==> src/rtl/ddr5_rd_preamble_tracker.sv <==
// ---------------------------------------------------------------------------
// ddr5_rd_preamble_tracker
//
// Per-lane DQS read-strobe tracker for the DDR5 PHY read data path. Each lane
// watches its sampled DQS for the programmed read preamble, frames the burst
// that follows, checks DQS toggling inside the burst and the postamble after
// it, and reports SEARCH timeouts. A cross-lane pulse marks detections that
// land in the same cycle on every lane.
//
// Ports
//   clk_i              PHY clock, one DQS sample per lane per rising edge
//   reset_n_i          asynchronous active-low reset
//   en_i               tracking enable; low sends every lane to IDLE
//   dqs_sample_i       sampled DQS, bit k = lane k
//   pre_amble_sett_i   preamble pattern select
//   post_amble_sett_i  0: postamble "0", 1: postamble "010"
//   burst_cycles_i     burst length in clocks (0 behaves as 1)
//   timeout_i          SEARCH timeout in cycles (0 disables)
//   err_clr_i          clears the sticky error flags
//   preamble_det_o     1-cycle pulse per lane on preamble match
//   burst_valid_o      high during each lane's burst window
//   aligned_o          1-cycle pulse when all lanes detect together
//   toggle_err_o       sticky: DQS failed to toggle inside the burst
//   postamble_err_o    sticky: postamble mismatch
//   timeout_o          1-cycle pulse on SEARCH timeout
// ---------------------------------------------------------------------------
module ddr5_rd_preamble_tracker #(
    parameter int NUM_LANES = 2,
    parameter int BURST_W   = 5,
    parameter int TMO_W     = 8
) (
    input  logic                 clk_i,
    input  logic                 reset_n_i,
    input  logic                 en_i,
    input  logic [NUM_LANES-1:0] dqs_sample_i,
    input  logic [2:0]           pre_amble_sett_i,
    input  logic                 post_amble_sett_i,
    input  logic [BURST_W-1:0]   burst_cycles_i,
    input  logic [TMO_W-1:0]     timeout_i,
    input  logic                 err_clr_i,
    output logic [NUM_LANES-1:0] preamble_det_o,
    output logic [NUM_LANES-1:0] burst_valid_o,
    output logic                 aligned_o,
    output logic [NUM_LANES-1:0] toggle_err_o,
    output logic [NUM_LANES-1:0] postamble_err_o,
    output logic [NUM_LANES-1:0] timeout_o
);

    typedef enum logic [1:0] {ST_IDLE, ST_SEARCH, ST_BURST, ST_POST} state_t;

    // Preamble pattern, oldest bit leftmost, right-aligned in 8 bits.
    function automatic logic [7:0] pre_pat(input logic [2:0] sel);
        case (sel)
            3'd1:    pre_pat = 8'b0000_0010;
            3'd2:    pre_pat = 8'b0000_1110;
            3'd3:    pre_pat = 8'b0000_0010;
            3'd4:    pre_pat = 8'b0000_1010;
            default: pre_pat = 8'b0000_0010;
        endcase
    endfunction

    function automatic logic [3:0] pre_len(input logic [2:0] sel);
        case (sel)
            3'd1:    pre_len = 4'd4;
            3'd2:    pre_len = 4'd4;
            3'd3:    pre_len = 4'd6;
            3'd4:    pre_len = 4'd8;
            default: pre_len = 4'd2;
        endcase
    endfunction

    function automatic logic [7:0] len_mask(input logic [3:0] len);
        len_mask = 8'hFF >> (4'd8 - len);
    endfunction

    logic [NUM_LANES-1:0] w_match;
    logic                 r_aligned;

    for (genvar k = 0; k < NUM_LANES; k++) begin : g_lane
        state_t             r_state;
        // Seven bits of history plus the current sample form the 8-bit window.
        logic [6:0]         r_shift;
        logic [3:0]         r_fill;
        logic [TMO_W-1:0]   r_tmo_cnt;
        logic [BURST_W-1:0] r_bcnt;
        logic               r_exp;
        logic [1:0]         r_pidx;
        logic [2:0]         r_pre_sel;
        logic               r_post_sel;
        logic [BURST_W-1:0] r_burst_len;
        logic [TMO_W-1:0]   r_tmo_lim;
        logic               r_det;
        logic               r_bvalid;
        logic               r_tog_err;
        logic               r_post_err;
        logic               r_tmo;

        logic               w_s;
        logic [7:0]         w_cand;
        logic [3:0]         w_fill_nxt;
        logic [TMO_W-1:0]   w_tmo_nxt;
        logic               w_tmo_hit;
        logic               w_tog_bad;
        logic               w_post_bad;
        logic               w_post_last;

        assign w_s        = dqs_sample_i[k];
        assign w_cand     = {r_shift, w_s};
        assign w_fill_nxt = (r_fill == 4'd8) ? 4'd8 : r_fill + 4'd1;
        // The fill requirement keeps cleared zeros out of any match.
        assign w_match[k] = en_i && (r_state == ST_SEARCH)
                         && ((w_cand & len_mask(pre_len(r_pre_sel))) == pre_pat(r_pre_sel))
                         && (w_fill_nxt >= pre_len(r_pre_sel));
        assign w_tmo_nxt  = r_tmo_cnt + TMO_W'(1);
        assign w_tmo_hit  = (w_tmo_nxt == r_tmo_lim);
        // r_exp holds the required burst sample: 1 first, then the inverse of the last one.
        assign w_tog_bad  = en_i && (r_state == ST_BURST) && (w_s != r_exp);
        assign w_post_bad = en_i && (r_state == ST_POST)
                         && (w_s != (r_post_sel && (r_pidx == 2'd1)));
        assign w_post_last = (r_pidx == (r_post_sel ? 2'd2 : 2'd0));

        always_ff @(posedge clk_i or negedge reset_n_i) begin
            if (!reset_n_i) begin
                r_state     <= ST_IDLE;
                r_shift     <= '0;
                r_fill      <= '0;
                r_tmo_cnt   <= '0;
                r_bcnt      <= '0;
                r_exp       <= 1'b0;
                r_pidx      <= '0;
                r_pre_sel   <= '0;
                r_post_sel  <= 1'b0;
                r_burst_len <= '0;
                r_tmo_lim   <= '0;
                r_det       <= 1'b0;
                r_bvalid    <= 1'b0;
                r_tog_err   <= 1'b0;
                r_post_err  <= 1'b0;
                r_tmo       <= 1'b0;
            end else begin
                r_det    <= 1'b0;
                r_tmo    <= 1'b0;
                r_bvalid <= 1'b0;
                if (!en_i) begin
                    r_state   <= ST_IDLE;
                    r_shift   <= '0;
                    r_fill    <= '0;
                    r_tmo_cnt <= '0;
                end else begin
                    case (r_state)
                        ST_IDLE: begin
                            r_pre_sel   <= pre_amble_sett_i;
                            r_post_sel  <= post_amble_sett_i;
                            r_burst_len <= burst_cycles_i;
                            r_tmo_lim   <= timeout_i;
                            r_shift     <= '0;
                            r_fill      <= '0;
                            r_tmo_cnt   <= '0;
                            r_state     <= ST_SEARCH;
                        end
                        ST_SEARCH: begin
                            r_shift <= w_cand[6:0];
                            r_fill  <= w_fill_nxt;
                            if (w_match[k]) begin
                                r_det     <= 1'b1;
                                r_state   <= ST_BURST;
                                r_bcnt    <= (r_burst_len == '0) ? BURST_W'(1) : r_burst_len;
                                r_exp     <= 1'b1;
                                r_tmo_cnt <= '0;
                            end else if (r_tmo_lim != '0) begin
                                if (w_tmo_hit) begin
                                    r_tmo     <= 1'b1;
                                    r_tmo_cnt <= '0;
                                    r_fill    <= '0;
                                end else begin
                                    r_tmo_cnt <= w_tmo_nxt;
                                end
                            end
                        end
                        ST_BURST: begin
                            r_bvalid <= 1'b1;
                            r_exp    <= ~w_s;
                            r_bcnt   <= r_bcnt - BURST_W'(1);
                            if (r_bcnt == BURST_W'(1)) begin
                                r_state <= ST_POST;
                                r_pidx  <= '0;
                            end
                        end
                        ST_POST: begin
                            r_pidx <= r_pidx + 2'd1;
                            if (w_post_last) begin
                                r_state   <= ST_SEARCH;
                                r_shift   <= '0;
                                r_fill    <= '0;
                                r_tmo_cnt <= '0;
                            end
                        end
                        default: r_state <= ST_IDLE;
                    endcase
                end
                // A new error in the clear cycle wins over the clear.
                if (w_tog_bad)      r_tog_err <= 1'b1;
                else if (err_clr_i) r_tog_err <= 1'b0;
                if (w_post_bad)     r_post_err <= 1'b1;
                else if (err_clr_i) r_post_err <= 1'b0;
            end
        end

        assign preamble_det_o[k]  = r_det;
        assign burst_valid_o[k]   = r_bvalid;
        assign toggle_err_o[k]    = r_tog_err;
        assign postamble_err_o[k] = r_post_err;
        assign timeout_o[k]       = r_tmo;
    end

    always_ff @(posedge clk_i or negedge reset_n_i) begin
        if (!reset_n_i) r_aligned <= 1'b0;
        else            r_aligned <= &w_match;
    end

    assign aligned_o = r_aligned;

endmodule

==> config.mk <==
export PLATFORM = sky130hd
export DESIGN_NAME = ddr5_rd_preamble_tracker
export DESIGN_NICKNAME = d
export VERILOG_FILES = /design/src/rtl/ddr5_rd_preamble_tracker.sv
export SDC_FILE = /design/constraint.sdc
export NUM_CORES = 1
export LEC_CHECK = 0
export CAP_MARGIN = 30
export CORE_MARGIN = 10
export CORE_UTILIZATION = 60
export CTS_CLUSTER_SIZE = 24
export DETAILED_ROUTE_END_ITERATION = 8
export PLACE_DENSITY = 0.78
export RECOVER_POWER = 25
export SYNTH_ARGS = -nofsm -noshare
export SYNTH_HDL_FRONTEND = slang
export SYNTH_SLANG_ARGS = --single-unit
==> constraint.sdc <==
create_clock -name clk_i -period 4.7 [get_ports clk_i]
set_clock_uncertainty 0.2 [all_clocks]
set_input_delay 0.705 -clock clk_i [delete_from_list [all_inputs] [get_ports clk_i]]
set_output_delay 0.705 -clock clk_i [all_outputs]
set_load 0.005 [all_outputs]
Word-level counts from Yosys, hierarchy flattened
Cells that the tools add are included.
- register bits after elaboration: 103
- latch bits: 0
- memory bits (writable): 0
- bits in read-only memories: 0
- bits of input ports: 23
- output and inout port bits: 11
- logic and storage cells: 227
- memories kept: 0
- add/sub/neg operators: 10
- multiply operators: 0
- divide/modulo/power cells: 0
- order comparisons: 2
- equality and inequality tests: 44
- shifts and indexed selects: 2
- multiplexer cells: 87
- bitwise gates (word level): 4
- reductions and logical operators: 45
- operators with widths (operator ; number):
    $mux W8 ; 10
    $mux W4 ; 12
    $pmux W4 S3 ; 4
    $pmux W8 S3 ; 2
    $pmux W7 S3 ; 2
    $eq A8 B8 Y1 ; 4
    $mux W7 ; 4
    $mux W1 ; 27
    $mux W2 ; 12
    $reduce_and A3 Y1 ; 8
    $mux W5 ; 4
    $pmux W5 S2 ; 2
    $add A8 B1 Y8 const B ; 2
    $and A8 B8 Y8 ; 2
    $logic_and A1 B1 Y1 ; 16
    $pmux W2 S4 ; 2
    $pmux W4 S2 ; 2
    $reduce_bool A2 Y1 ; 8
    $reduce_bool A8 Y1 ; 2
    $shr A8 B4 Y8 const A ; 2
    $eq A3 B2 Y1 const B ; 4
    $ne A3 B3 Y1 const B ; 4
    $eq A5 B1 Y1 const B ; 2
    $logic_not A5 Y1 ; 2
    other kinds (23) ; 55

Depth between registers and ports, before layout
- depth after elaboration: 12
- gate-level depth with buffers: 12
- mapped depth without buffers: 11

Worst setup path after synthesis
OpenSTA, ideal clock, no wires.
- path kind: reg2reg
- from: register g_lane[1].r_pre_sel[0]
- to: register g_lane[1].r_state[1]
- arrival: 2.283 ns
- data required time: 4.396 ns
- setup slack: 2.113 ns
- cell stages (with the launch flop): 10
- path buffers: 0
- cells stage by stage: dfrtp_1 -> nor3b_2 -> inv_1 -> ha_1 -> nor2_1 -> a2111oi_4 -> o2111a_4 -> nand2_4 -> a2111o_1 -> o311ai_1
- word-level cells in the longest chain between the ends: 11
- elaborated cells on any way between the ends: 16
- classes of those cells: add/sub: 1; order compare: 1; eq/ne: 6; shift: 1; mux: 2; bitwise: 1; reduce/logical: 4
- RTL lines (what ; RTL line ; source):
    from (decl) ; 88 ; logic [2:0] r_pre_sel;
    from (signal assigned) ; 152 ; r_pre_sel <= pre_amble_sett_i;
    $eq A3 B2 Y1 or $eq A3 B1 Y1 (tied branches) ; 53, 63 ;
    $reduce_or A2 Y1 (no source line) ; -- ;
    $pmux W4 S3 ; 63 ; case (sel)
    $sub A4 B4 Y4 ; 73 ; len_mask = 8'hFF >> (4'd8 - len);
    $shr A8 B4 Y8 ; 73 ;
    $and A8 B8 Y8 ; 112 ; && ((w_cand & len_mask(pre_len(r_pre_sel))) == pre_pat(r_pre_sel))
    $eq A8 B8 Y1 ; 112 ;
    $logic_and A1 B1 Y1 ; 112 ;
    $logic_and A1 B1 Y1 * ; 113 ; && (w_fill_nxt >= pre_len(r_pre_sel));
    $ne A3 B3 Y1 (no source line) * ; -- ;
    $reduce_and A3 Y1 (no source line) * ; -- ;
    to (signal assigned) ; 124 ; r_state <= ST_IDLE;
    to (signal assigned) ; 145 ; r_state <= ST_IDLE;
    to (signal assigned) ; 159 ; r_state <= ST_SEARCH;
    to (decl) ; 80 ; state_t r_state;
Every way passes the cells marked *; elsewhere a longest branch is shown, timed or not.
A chain may end at the register's enable or synchronous reset.

Worst setup path in the final report
- from: register g_lane[0].r_fill[0]
- to: register g_lane[0].r_tmo_cnt[1]
- word-level cells in the longest chain between the ends: 7
- elaborated cells on any way between the ends: 10
- classes of those cells: add/sub: 1; order compare: 1; eq/ne: 2; mux: 4; reduce/logical: 2
- RTL lines (what ; RTL line ; source):
    from (decl) ; 83 ; logic [3:0] r_fill;
    from (signal assigned) ; 163 ; r_fill <= w_fill_nxt;
    $add A4 B1 Y4 or $eq A4 B4 Y1 (tied branches) ; 109 ; assign w_fill_nxt = (r_fill == 4'd8) ? 4'd8 : r_fill + 4'd1;
    $mux W4 * ; 109 ;
    $ge A4 B4 Y1 * ; 113 ;
    $logic_and A1 B1 Y1 * ; 113 ;
    $mux W8 ; 164 ; if (w_match[k]) begin
    $pmux W8 S3 ; 150 ; case (r_state)
    $mux W8 ; 144 ; if (!en_i) begin
    to (signal assigned) ; 176 ; r_tmo_cnt <= w_tmo_nxt;
    to (decl) ; 84 ; logic [TMO_W-1:0] r_tmo_cnt;
Marks and branches as above.

==> metrics <==
status complete, but fails checks; violated checks capacitance limit, slew limit; diodes inserted 0; Crit Path Category flop to flop; residual DRC count 0; Place WS 1.19 ns; clock tree from TritonCTS built; post-cts resize count 0; Pins Over Slew Limit 76; placement row count 36; clock power share 15.9%; Setup crit end kind flop; GPL Wtd Cong 0.904; IO Count 34; hold crit path type flop to flop; Setup crit start kind flop; Antenna Nets Post-Route 0; P_int 1.95 mW; minimum clock period 3.30 ns; clock latency on the worst-skew pair 0.36 ns; Worst-Margin Slew 1.81 ns; Comb power frac 39.2%; H-tree levels 3; Required @ worst endpoint 4.76 ns; CP max stage cell a21oi_1; Post-synth ARST share 100%; Design Area, Final 0.00651 mm^2; IO buf count 33; first-pass GRT wire length 21900 um; period utilisation layout 70.1%; crit-path cells inv_1 -> ha_1 -> a21oi_1 -> mux2_2 -> ha_1 -> inv_1 -> o21ai_0 -> a31o_2 -> a21oi_1 -> o21ai_1 -> o41ai_1; via count 4552; Initial Utilization 61.4%; Multi-input gate area 0.00310 mm^2; Synth Area per Inst 10.1 um^2; Synth Cell Area 0.00601 mm^2; LEAKAGE 2.75 nW; Final #Nets 661; post-synthesis to final-layout area growth 8.33%; worst path arrival time 3.36 ns; clock root buffer clkbuf_8; register share of total power 44.9%; total wire length 13100 um; Net Count, Synth 643; clock-pin slew on the worst setup and hold paths 0.10 ns; Rel. slew slack -20.9%; Max-Cap Viols 1; Die Span Y 120 um; die area 0.0144 mm^2; #FFs+latches synth 103; EDFF count, synth 0; Pwr Total 3.19 mW; Yosys cell types 78; commonest non-fill, non-tap cell in the layout dfrtp_1; Post-DP Area 0.00633 mm^2; net load switching power 1.25 mW; vias in the first global route 4584; CP max stage delay 0.61 ns; Max clock buf depth 2; # clock sinks 103; power density over cell area 491 mW/mm^2; Core Area 0.00977 mm^2; largest net degree at the start of global routing 79; sequential share of the synthesized area 42.9%; Overall Global Routing Usage 18.3%; Max rail drop VDD 0.349 mV; register area 0.00258 mm^2; share of post-route cells with drive strength above 1 12.3%; final setup margin 1.40 ns; chip width 120 um; Mapped Cells 594; grt ovf 0; RSZ-0062 raised after global routing false; Hold Vio Cnt, Final 0; CTS Buf Count 9; initial antenna violation count 0; Ys Warns 0; Fin Setup TNS 0 ns; worst hold margin 0.324 ns; vias per cell 6.07; Wirelength per Cell 17.4 um; Net Sw Frac 39.1%; # setup viols final 0; commonest cells after routing, fill and taps aside dfrtp_1 (103), nand2_1 (61), inv_1 (40); fmax 303 MHz; 1st-iter DRT viols 360; drt first pass iters 7; DPL Wire Length 9610 um; Max FO, Critical Path 11; # fillers 793; dominant synthesized flop cell dfrtp_1
## state kept, by name, summed over array words and instances (netlist names), 4 cells and up
name                count
g_lane.r_fill           8
g_lane.r_burst_len     10
g_lane.r_state          4
g_lane.r_tmo_lim       16
g_lane.r_shift         14
g_lane.r_pre_sel        6
g_lane.r_tmo_cnt       16
g_lane.r_pidx           4
g_lane.r_bcnt          10
## through the flow
step | util, % | std cells
after global placement | 64.8 | 732
after global routing | 66.6 | 750
after detailed placement | 64.8 | 732
final | 66.6 | 750
after floorplan | - | 594
after CTS | 66.5 | 748
## final cells by class
class,count,share of cell area [%]
multi-input combinational,421,47.6
clock buffer,14,2.35
clock inverter,2,0.250
sequential,103,39.6
timing repair buffer,36,5.27
inverter,41,2.37
tap,133,2.56
## synth_stat cells (all sizes together), types with 4 or more instances
| cell type | n | share of area, % |
|---|---|---|
| dfrtp | 103 | 43 |
| nand2 | 62 | 4.0 |
| o21ai | 47 | 3.9 |
| inv | 41 | 2.6 |
| mux2 | 37 | 6.9 |
| nor2 | 35 | 2.2 |
| ha | 26 | 5.4 |
| buf | 21 | 2.5 |
| nand3 | 20 | 1.7 |
| a21oi | 16 | 1.5 |
| xnor2 | 16 | 2.5 |
| xor2 | 13 | 1.9 |
| a22o | 12 | 1.7 |
| o211ai | 9 | 1.1 |
| clkbuf | 8 | 0.50 |
| nor4 | 8 | 0.94 |
| o2111ai | 8 | 1.3 |
| or2 | 7 | 0.73 |
| nand4 | 6 | 0.63 |
| nor3 | 6 | 0.50 |
| o22a | 6 | 0.87 |
| o22ai | 6 | 0.63 |
| mux2i | 5 | 0.83 |
| nand2b | 5 | 0.52 |
| o221ai | 5 | 0.73 |
| a211oi | 4 | 0.71 |
| nor3b | 4 | 0.67 |
| o41ai | 4 | 0.71 |
| or4 | 4 | 0.50 |
## cell families (layout without fill, tap and decap cells)
| group | Yosys count | count (layout) | share of synthesized area (%) |
|---|---|---|---|
| xor+xnor | 29 | 29 | 4.35 |
| mux | 42 | 42 | 7.77 |
| flops | 103 | 103 | 42.9 |
| simple gates | 176 | 176 | 14.8 |
| compound gates | 148 | 148 | 19.3 |
| buf+inv | 70 | 93 | 5.52 |
| fa+ha+maj | 26 | 26 | 5.42 |
## final timing paths
kind,cells past startpoint,to,from,slack (ns)
setup / recovery,11,g_lane[0].r_tmo_cnt[1],g_lane[0].r_fill[0],1.40
hold / removal,1,g_lane[1].r_shift[6],g_lane[1].r_shift[6],0.32
setup reg to reg,11,g_lane[0].r_tmo_cnt[1],g_lane[0].r_fill[0],1.40
hold reg to reg,1,g_lane[1].r_shift[6],g_lane[1].r_shift[6],0.32
max in group asynchronous,3,g_lane[0].r_post_sel,reset_n_i,1.82
min in group asynchronous,2,g_lane[0].r_tmo,reset_n_i,0.48
## power groups by stage
stage | clock (mW) | sequential, mW | combinational (mW)
2_1_floorplan | 0 | 1.35 | 1.03
3_3_place_gp | 0 | 1.43 | 1.18
3_5_place_dp | 0 | 1.45 | 1.25
4_1_cts | 0.518 | 1.43 | 1.26
5_1_grt | 0.549 | 1.48 | 1.40
6_report | 0.507 | 1.43 | 1.25
## routing by layer
metal | part of all wire, % | GRT usage (%) | vias up | wire length, um
met4 | 1.5 | 5.73 | 0 | 199
met2 | 50 | 30.7 | 117 | 6560
met1 | 44 | 22.9 | 2239 | 5730
li1 | - | - | 2178 | -
met3 | 4.6 | 3.98 | 18 | 597
met5 | 0 | 0 | - | 0
## worst max-delay path: cells and delay by family, from the launching register on
kind	cells	cell delay (ns)
compound gates	6	1.67
flops	1	0.42
fa+ha+maj	2	0.46
buf+inv	2	0.14
mux	1	0.28
## timing repair
item / CTS / global route
hold buffers: 0 / 1
hold endpoints to repair: 0 / 2
buffers inserted: 0 / 0
Power figures use the tool's default switching activity.
